`src/rtl/sad_absdiff_accumulator_if.sv`:
```
// Pixel-pair input and SAD result handshakes for sad_absdiff_accumulator.
// The slave modport is the accumulator side; master is the producer/consumer side.
interface sad_absdiff_accumulator_if #(
    parameter int unsigned ACC_W = 12
);
    logic [7:0]       a;
    logic [7:0]       b;
    logic             in_valid;
    logic             in_ready;
    logic [ACC_W-1:0] sad;
    logic             sad_valid;
    logic             sad_ready;

    modport master (
        output a, b, in_valid, sad_ready,
        input  in_ready, sad, sad_valid
    );

    modport slave (
        input  a, b, in_valid, sad_ready,
        output in_ready, sad, sad_valid
    );
endinterface

```
`src/rtl/sad_absdiff_accumulator.sv`:
```
// Sum of absolute differences over blocks of N_PAIRS pixel pairs: a registered |a-b| stage feeds
// an accumulator, and the completed sum is held until the consumer takes it.
module sad_absdiff_accumulator #(
    parameter int unsigned N_PAIRS = 16,
    parameter int unsigned ACC_W   = 8 + $clog2(N_PAIRS)
) (
    input  logic                      clock,
    input  logic                      reset_n,
    input  logic                      enable,
    input  logic                      clear,
    sad_absdiff_accumulator_if.slave  bus
);

    localparam int unsigned CntW = $clog2(N_PAIRS);
    localparam logic [CntW-1:0] CntMax = CntW'(N_PAIRS - 1);

    typedef enum logic [1:0] {StAcc, StDrain, StHold} state_e;

    // Returns {carry_out, x - y} from x + ~y + 1, carries from a Sklansky prefix tree.
    function automatic logic [8:0] sub_sklansky(input logic [7:0] x, input logic [7:0] y);
        logic [7:0] yn, g, p, gg, pp, c;
        int         j;
        yn = ~y;
        g  = x & yn;
        p  = x ^ yn;
        gg = g;
        pp = p;
        gg[0] = g[0] | p[0];
        for (int lvl = 0; lvl < 3; lvl++) begin
            for (int i = 0; i < 8; i++) begin
                if (((i >> lvl) & 1) == 1) begin
                    j = ((i >> lvl) << lvl) - 1;
                    gg[i] = gg[i] | (pp[i] & gg[j]);
                    pp[i] = pp[i] & pp[j];
                end
            end
        end
        c = {gg[6:0], 1'b1};
        return {gg[7], p ^ c};
    endfunction

    state_e           state_q, state_d;
    logic [CntW-1:0]  cnt_q, cnt_d;
    logic [ACC_W-1:0] acc_q, acc_d;
    logic [7:0]       diff_q, diff_d;
    logic             diff_v_q, diff_v_d;
    logic [ACC_W-1:0] sad_q, sad_d;
    logic             sad_valid_q, sad_valid_d;

    logic [8:0]       sub_res;
    logic [7:0]       abs_diff;
    logic             in_ready;
    logic             accept;

    always_comb begin
        sub_res  = sub_sklansky(bus.a, bus.b);
        // No carry out means a borrow: a < b, so negate the wrapped difference.
        abs_diff = sub_res[8] ? sub_res[7:0] : (~sub_res[7:0] + 8'd1);
        in_ready = enable & reset_n & (state_q == StAcc) & ~clear;
        accept   = in_ready & bus.in_valid;
    end

    always_comb begin
        state_d     = state_q;
        cnt_d       = cnt_q;
        acc_d       = acc_q;
        diff_d      = diff_q;
        diff_v_d    = diff_v_q;
        sad_d       = sad_q;
        sad_valid_d = sad_valid_q;

        if (enable) begin
            // A completed result in HOLD survives clear.
            if (clear && (state_q != StHold)) begin
                state_d  = StAcc;
                cnt_d    = '0;
                acc_d    = '0;
                diff_v_d = 1'b0;
            end else begin
                unique case (state_q)
                    StAcc: begin
                        if (diff_v_q) begin
                            acc_d = acc_q + ACC_W'(diff_q);
                        end
                        diff_v_d = accept;
                        if (accept) begin
                            diff_d = abs_diff;
                            if (cnt_q == CntMax) begin
                                cnt_d   = '0;
                                state_d = StDrain;
                            end else begin
                                cnt_d = cnt_q + 1'b1;
                            end
                        end
                    end
                    StDrain: begin
                        sad_d       = acc_q + (diff_v_q ? ACC_W'(diff_q) : '0);
                        sad_valid_d = 1'b1;
                        acc_d       = '0;
                        diff_v_d    = 1'b0;
                        state_d     = StHold;
                    end
                    StHold: begin
                        if (bus.sad_ready) begin
                            sad_valid_d = 1'b0;
                            state_d     = StAcc;
                        end
                    end
                    default: state_d = StAcc;
                endcase
            end
        end
    end

    always_ff @(posedge clock) begin
        if (!reset_n) begin
            state_q     <= StAcc;
            cnt_q       <= '0;
            acc_q       <= '0;
            diff_q      <= '0;
            diff_v_q    <= 1'b0;
            sad_q       <= '0;
            sad_valid_q <= 1'b0;
        end else begin
            state_q     <= state_d;
            cnt_q       <= cnt_d;
            acc_q       <= acc_d;
            diff_q      <= diff_d;
            diff_v_q    <= diff_v_d;
            sad_q       <= sad_d;
            sad_valid_q <= sad_valid_d;
        end
    end

    assign bus.in_ready  = in_ready;
    assign bus.sad       = sad_q;
    assign bus.sad_valid = sad_valid_q;

endmodule
```
`src/flat_wrapper.sv`:
```
// flat-port wrapper written by rule: the top's interface ports become plain ports
module sad_absdiff_accumulator_flat 
#(
    parameter int unsigned N_PAIRS = 16,
    parameter int unsigned ACC_W   = 8 + $clog2(N_PAIRS)
)
  (clock, reset_n, enable, clear, bus_a, bus_b, bus_in_valid, bus_sad_ready, bus_in_ready, bus_sad, bus_sad_valid);
  sad_absdiff_accumulator_if #(.ACC_W(ACC_W)) bus_i ();
  input  logic clock;
  input  logic reset_n;
  input  logic enable;
  input  logic clear;
  input wire logic [$bits(bus_i.a)-1:0] bus_a;
  input wire logic [$bits(bus_i.b)-1:0] bus_b;
  input wire logic [$bits(bus_i.in_valid)-1:0] bus_in_valid;
  input wire logic [$bits(bus_i.sad_ready)-1:0] bus_sad_ready;
  output wire logic [$bits(bus_i.in_ready)-1:0] bus_in_ready;
  output wire logic [$bits(bus_i.sad)-1:0] bus_sad;
  output wire logic [$bits(bus_i.sad_valid)-1:0] bus_sad_valid;
  assign bus_i.a = bus_a;
  assign bus_i.b = bus_b;
  assign bus_i.in_valid = bus_in_valid;
  assign bus_i.sad_ready = bus_sad_ready;
  assign bus_in_ready = bus_i.in_ready;
  assign bus_sad = bus_i.sad;
  assign bus_sad_valid = bus_i.sad_valid;
  sad_absdiff_accumulator #(.N_PAIRS(N_PAIRS), .ACC_W(ACC_W)) u_core (.clock(clock), .reset_n(reset_n), .enable(enable), .clear(clear), .bus(bus_i));
endmodule
```
`config.mk`:
```
export PLATFORM = sky130hd
export DESIGN_NAME = sad_absdiff_accumulator_flat
export DESIGN_NICKNAME = d
export VERILOG_FILES = /design/src/rtl/sad_absdiff_accumulator_if.sv /design/src/rtl/sad_absdiff_accumulator.sv /design/src/flat_wrapper.sv
export SDC_FILE = /design/constraint.sdc
export NUM_CORES = 1
export LEC_CHECK = 0
export CAP_MARGIN = 20
export CORE_MARGIN = 2
export CORE_UTILIZATION = 60
export CTS_CLUSTER_DIAMETER = 30
export DETAILED_ROUTE_END_ITERATION = 16
export PLACE_DENSITY = 0.86
export SYNTH_ARGS = -nofsm -noshare
export SYNTH_HDL_FRONTEND = slang
export SYNTH_SLANG_ARGS = --single-unit
```
`constraint.sdc`:
```
create_clock -name clock -period 8.06 [get_ports clock]
set_input_delay 2.418 -clock clock [delete_from_list [all_inputs] [get_ports clock]]
set_output_delay 2.418 -clock clock [all_outputs]
set_load 0.01 [all_outputs]
```
; After elaboration in Yosys (flattened, before gate mapping)
; Index checks and enable logic that the tools add are counted.
[word_totals]
elab_cells = 92
ff_bits = 40
[op_classes]
n_mux = 18
eq_ne = 9
add_sub_neg = 4
n_reduce_logical = 13
bitwise_logic = 41
[op_table]
columns = cell, count
row1 = $mux W12, 2
row2 = $pmux W12 S2, 1
row3 = $and A1 B1 Y1, 21
row4 = $mux W4, 4
row5 = $mux W8, 2
row6 = $not A8 Y8, 2
row7 = $xor A8 B8 Y8, 2
row8 = $or A1 B1 Y1, 13
row9 = $add A12 B12 Y12, 1
row10 = $add A12 B8 Y12, 1
row11 = $reduce_and A4 Y1, 3
row12 = $ne A3 B2 Y1 const B, 3
row13 = $reduce_and A3 Y1, 3
row14 = $add A8 B1 Y8 const B, 1
row15 = $and A8 B8 Y8, 1
row16 = $mux W2, 4
row17 = $pmux W2 S3, 1
row18 = $reduce_bool A2 Y1, 3
row19 = $add A4 B1 Y4 const B, 1
row20 = $eq A4 B4 Y1 const B, 1
row21 = $ne A2 B2 Y1 const B, 2
row22 = $pmux W1 S2, 2
row23 = $ne A3 B3 Y1 const B, 1
row24 = $reduce_bool A3 Y1, 1
row25 = other kinds (7), 9

; Longest topological paths before layout
[depth]
ltp_word = 13
ltp_mapped = 12

; Worst setup path after synthesis
; OpenSTA, ideal clock, no wires.
[synth_path]
kind = input-to-output
start = in clear
end = out bus_in_ready
path_slack_ps = 2879
arrival_ps = 2763
stages = 1
required_time_ps = 5642
path_buffers = 0
cell_sequence = and4b_4
[synth_between]
elab_chain_len = 2
[synth_rtl]
columns = element, line_no
row1 = from (decl), flat_wrapper.sv:12  ; input logic clear;
row2 = $not A1 Y1, sad_absdiff_accumulator.sv:59  ; in_ready = enable & reset_n & (state_q == StAcc) & ~clear;
row3 = $and A1 B1 Y1, sad_absdiff_accumulator.sv:59
row4 = to (decl), flat_wrapper.sv:17  ; output wire logic [$bits(bus_i.in_ready)-1:0] bus_in_ready;
; No other way between the ends.

; Worst setup path after layout
[layout_path]
start = in reset_n
end = out bus_in_ready
[layout_between]
elab_chain_len = 3
[layout_rtl]
columns = element, line_no
row1 = from (decl), flat_wrapper.sv:10  ; input logic reset_n;
row2 = $and A1 B1 Y1 (3 in a row), sad_absdiff_accumulator.sv:59
; No other way between the ends.

==> results.yml <==
logic_synthesis:
  synthCells: 348
  syn_avg_cell_area_um2: 8.30
  yosysSeqAreaShare_pct: 27.7
  ys_ff_latch: 40
  synth_top_area_share_pct: 27.7
  synth-async-reset-ratio_pct: 0
  yosysWarnings: 0
  synthTopCellsByCount: "dfxtp_1 (40), ha_1 (28), o21ai_0 (28)"
  synth_edf_count: 0
  syn_area_um2: 2890
  ys.flop_type: "dfxtp_1"
  ys_types: 48
  yosysTopAreaCell: "dfxtp_1"
  yosys-top-cells-area: "dfxtp_1 (28%), ha_1 (12%), o21ai_0 (4.9%), a21oi_1 (4.3%), xnor2_1 (4.2%)"
  syn-num-nets: 403
  synth.most_common_cell: "dfxtp_1"
clocking:
  cts_setup_buffers: 0
  clock-root-buffer: "clkbuf_8"
  ctsResizeCount: 0
  cts_buffer_depth: 2
  clk_pin_slew_ns: 0.08
  cts_num_sinks: 40
  cts_max_level: 2
  cts_hold_buf: 0
  clk_latency_ns: 0.30
  cts_tree: "done"
  cts_buffers: 5
finish:
  final_util_pct: 71.6
  n_antenna_cell: 0
  nets: 435
  drive_above_1_share_pct: 5.77
  nFillCells: 381
  stdcell_count: 435
  regArea_um2: 801
  areaGrowthSynthToFinish_pct: 16.3
  multi_input_area_um2: 1940
global_route:
  grt_max_degree: 48
  grt.total_usage_pct: 22.8
  antenna_found_initial: 0
  grt_first_pass_wirelength_um: 9760
  grt-ovfl-total: 0
  grt_pass1_vias: 2307
timing:
  fin_hold_ws_ns: 0.468
  finalSetupTns_ns: 0
  rsz0062_at_grt: "false"
  finalCritPeriodShare_pct: 81.3
  setup_viol: 0
  skew_ns: 0.00636
  max_freq_mhz: 153
  fin_crit_ns: 6.56
  worst_pin_slew_ns: 0.913
  timing.final.max_slew_violations: 0
  hold_violations: 0
  slew_headroom_pct: 38.9
floorplanning:
  dieWidth_um: 73.4
  ios: 36
  dieArea_um2: 5390
  core_area_um2: 4690
  start_util_pct: 61.6
  dieHeight_um: 73.4
  placementRows: 25
drt:
  dr.first_iter.drc_count: 91
  drt_first_pass_iters: 4
  postRouteWirelength_um: 5700
  avgRoutedWirePerCell_um: 13.1
  drc: 0
  drt-vias-per-instance: 5.82
  vias: 2531
  antenna_left: 0
flow_run:
  cap_violations: 0
critical_path:
  crit_type: "in -> out"
  cp_max_fo: 47
  end_kind: "output pin"
  critPathLaunchType: "input port"
  crit_required_ns: 5.64
  arrival_ns: 4.14
  reg2reg_slack_ns: 5.73
placed_design:
  dp.cells: 427
  io_buffer_count: 35
  place_congestion: 0.806
  dp_hpwl_um: 4350
power_and_ir_drop:
  power_density_nw_per_um2: 122
  irDropWorstVdd_mv: 0.0742
  power.leakage_nw: 1.36
hold_path:
  hp-class: "reg -> reg"
outcome:
  outcome: "completed"
## metal layers
metal | part of all wire (%) | track usage, % | up-vias
met1 | 45 | 26.9 | 1159
met4 | 1.6 | 8.08 | 0
met2 | 49 | 40.8 | 53
li1 | - | - | 1310
met5 | 0 | 0 | -
met3 | 3.8 | 4.80 | 9
## cell families (layout without fill, tap and decap cells)
logic type / after synthesis / count (layout) / share of synthesized area, %
AOI/OAI and AO/OA: 105 / 105 / 23.8
and+or+nand+nor: 112 / 112 / 21.4
muxes: 1 / 1 / 0.346
adders and majority gates: 33 / 33 / 15.6
xor gates and xnor gates: 20 / 20 / 6.06
buffers and inverters: 37 / 70 / 5.02
DFF: 40 / 40 / 27.7
## cells in the final DEF, fill, tap and decap left out, types with 5 or more instances in the layout
cell,instances
a21boi_0,6
a21o_1,6
a21oi_1,25
a22oi_1,7
a31oi_1,5
and2_1,12
clkbuf_8,6
clkdlybuf4s50_1,35
dfxtp_1,40
fa_1,5
ha_1,28
inv_1,26
nand2_1,20
nand2b_1,5
nand3_1,10
nand4_1,7
nor2_1,18
nor2b_1,10
nor3_1,8
o211ai_1,8
o21ai_0,28
or3_1,7
xnor2_1,14
xor2_1,6
## per-stage QoR
stage | cell area [um^2] | total power, mW | worst slack (ns)
after floorplan | 2890 | 0.255 | 2.88
after global placement | 3270 | 0.273 | 1.55
after detailed placement | 3270 | 0.275 | 1.52
after CTS | 3360 | 0.412 | 1.52
after global routing | 3360 | 0.431 | 1.43
final | 3360 | 0.410 | 1.50
## state kept, by name, indices dropped and copies added (netlist names)
signal	cells
u_core.acc_q	12
u_core.bus.sad	12
u_core.diff_q	8
u_core.cnt_q	4
u_core.state_q	2
u_core.bus.sad_valid	1
u_core.diff_v_q	1
## where the power goes
group          internal [mW]  leakage (nW)  switching [mW]
Clock                 0.0683        0.0510          0.0705
Sequential             0.199         0.323         0.00197
Combinational         0.0343         0.983          0.0354
## worst paths after layout
kind	endpoint	start	depth (start not counted)
setup / recovery	bus_in_ready	reset_n	4
hold / removal	u_core.bus.sad[1]$_SDFFE_PN0P_	u_core.bus.sad[1]$_SDFFE_PN0P_	2
setup reg to reg	u_core.bus.sad[6]$_SDFFE_PN0P_	u_core.diff_v_q$_SDFFE_PN0P_	9
hold reg to reg	u_core.bus.sad[1]$_SDFFE_PN0P_	u_core.bus.sad[1]$_SDFFE_PN0P_	2
## worst max-delay path: stages
cell	delay, ns
clkdlybuf4s50_1	0.47
buf_4	0.37
and4b_4	0.32
clkdlybuf4s50_1	0.54
## layout make-up
class | count | share of cell area [%]
well taps | 54 | 2.01
clock inverters | 2 | 0.298
clock buffers | 6 | 2.46
inverters | 26 | 2.91
multi-input cells | 271 | 57.8
repair buffers | 36 | 10.7
flip-flops and latches | 40 | 23.8
No activity file was read; power rests on OpenSTA's default activity.
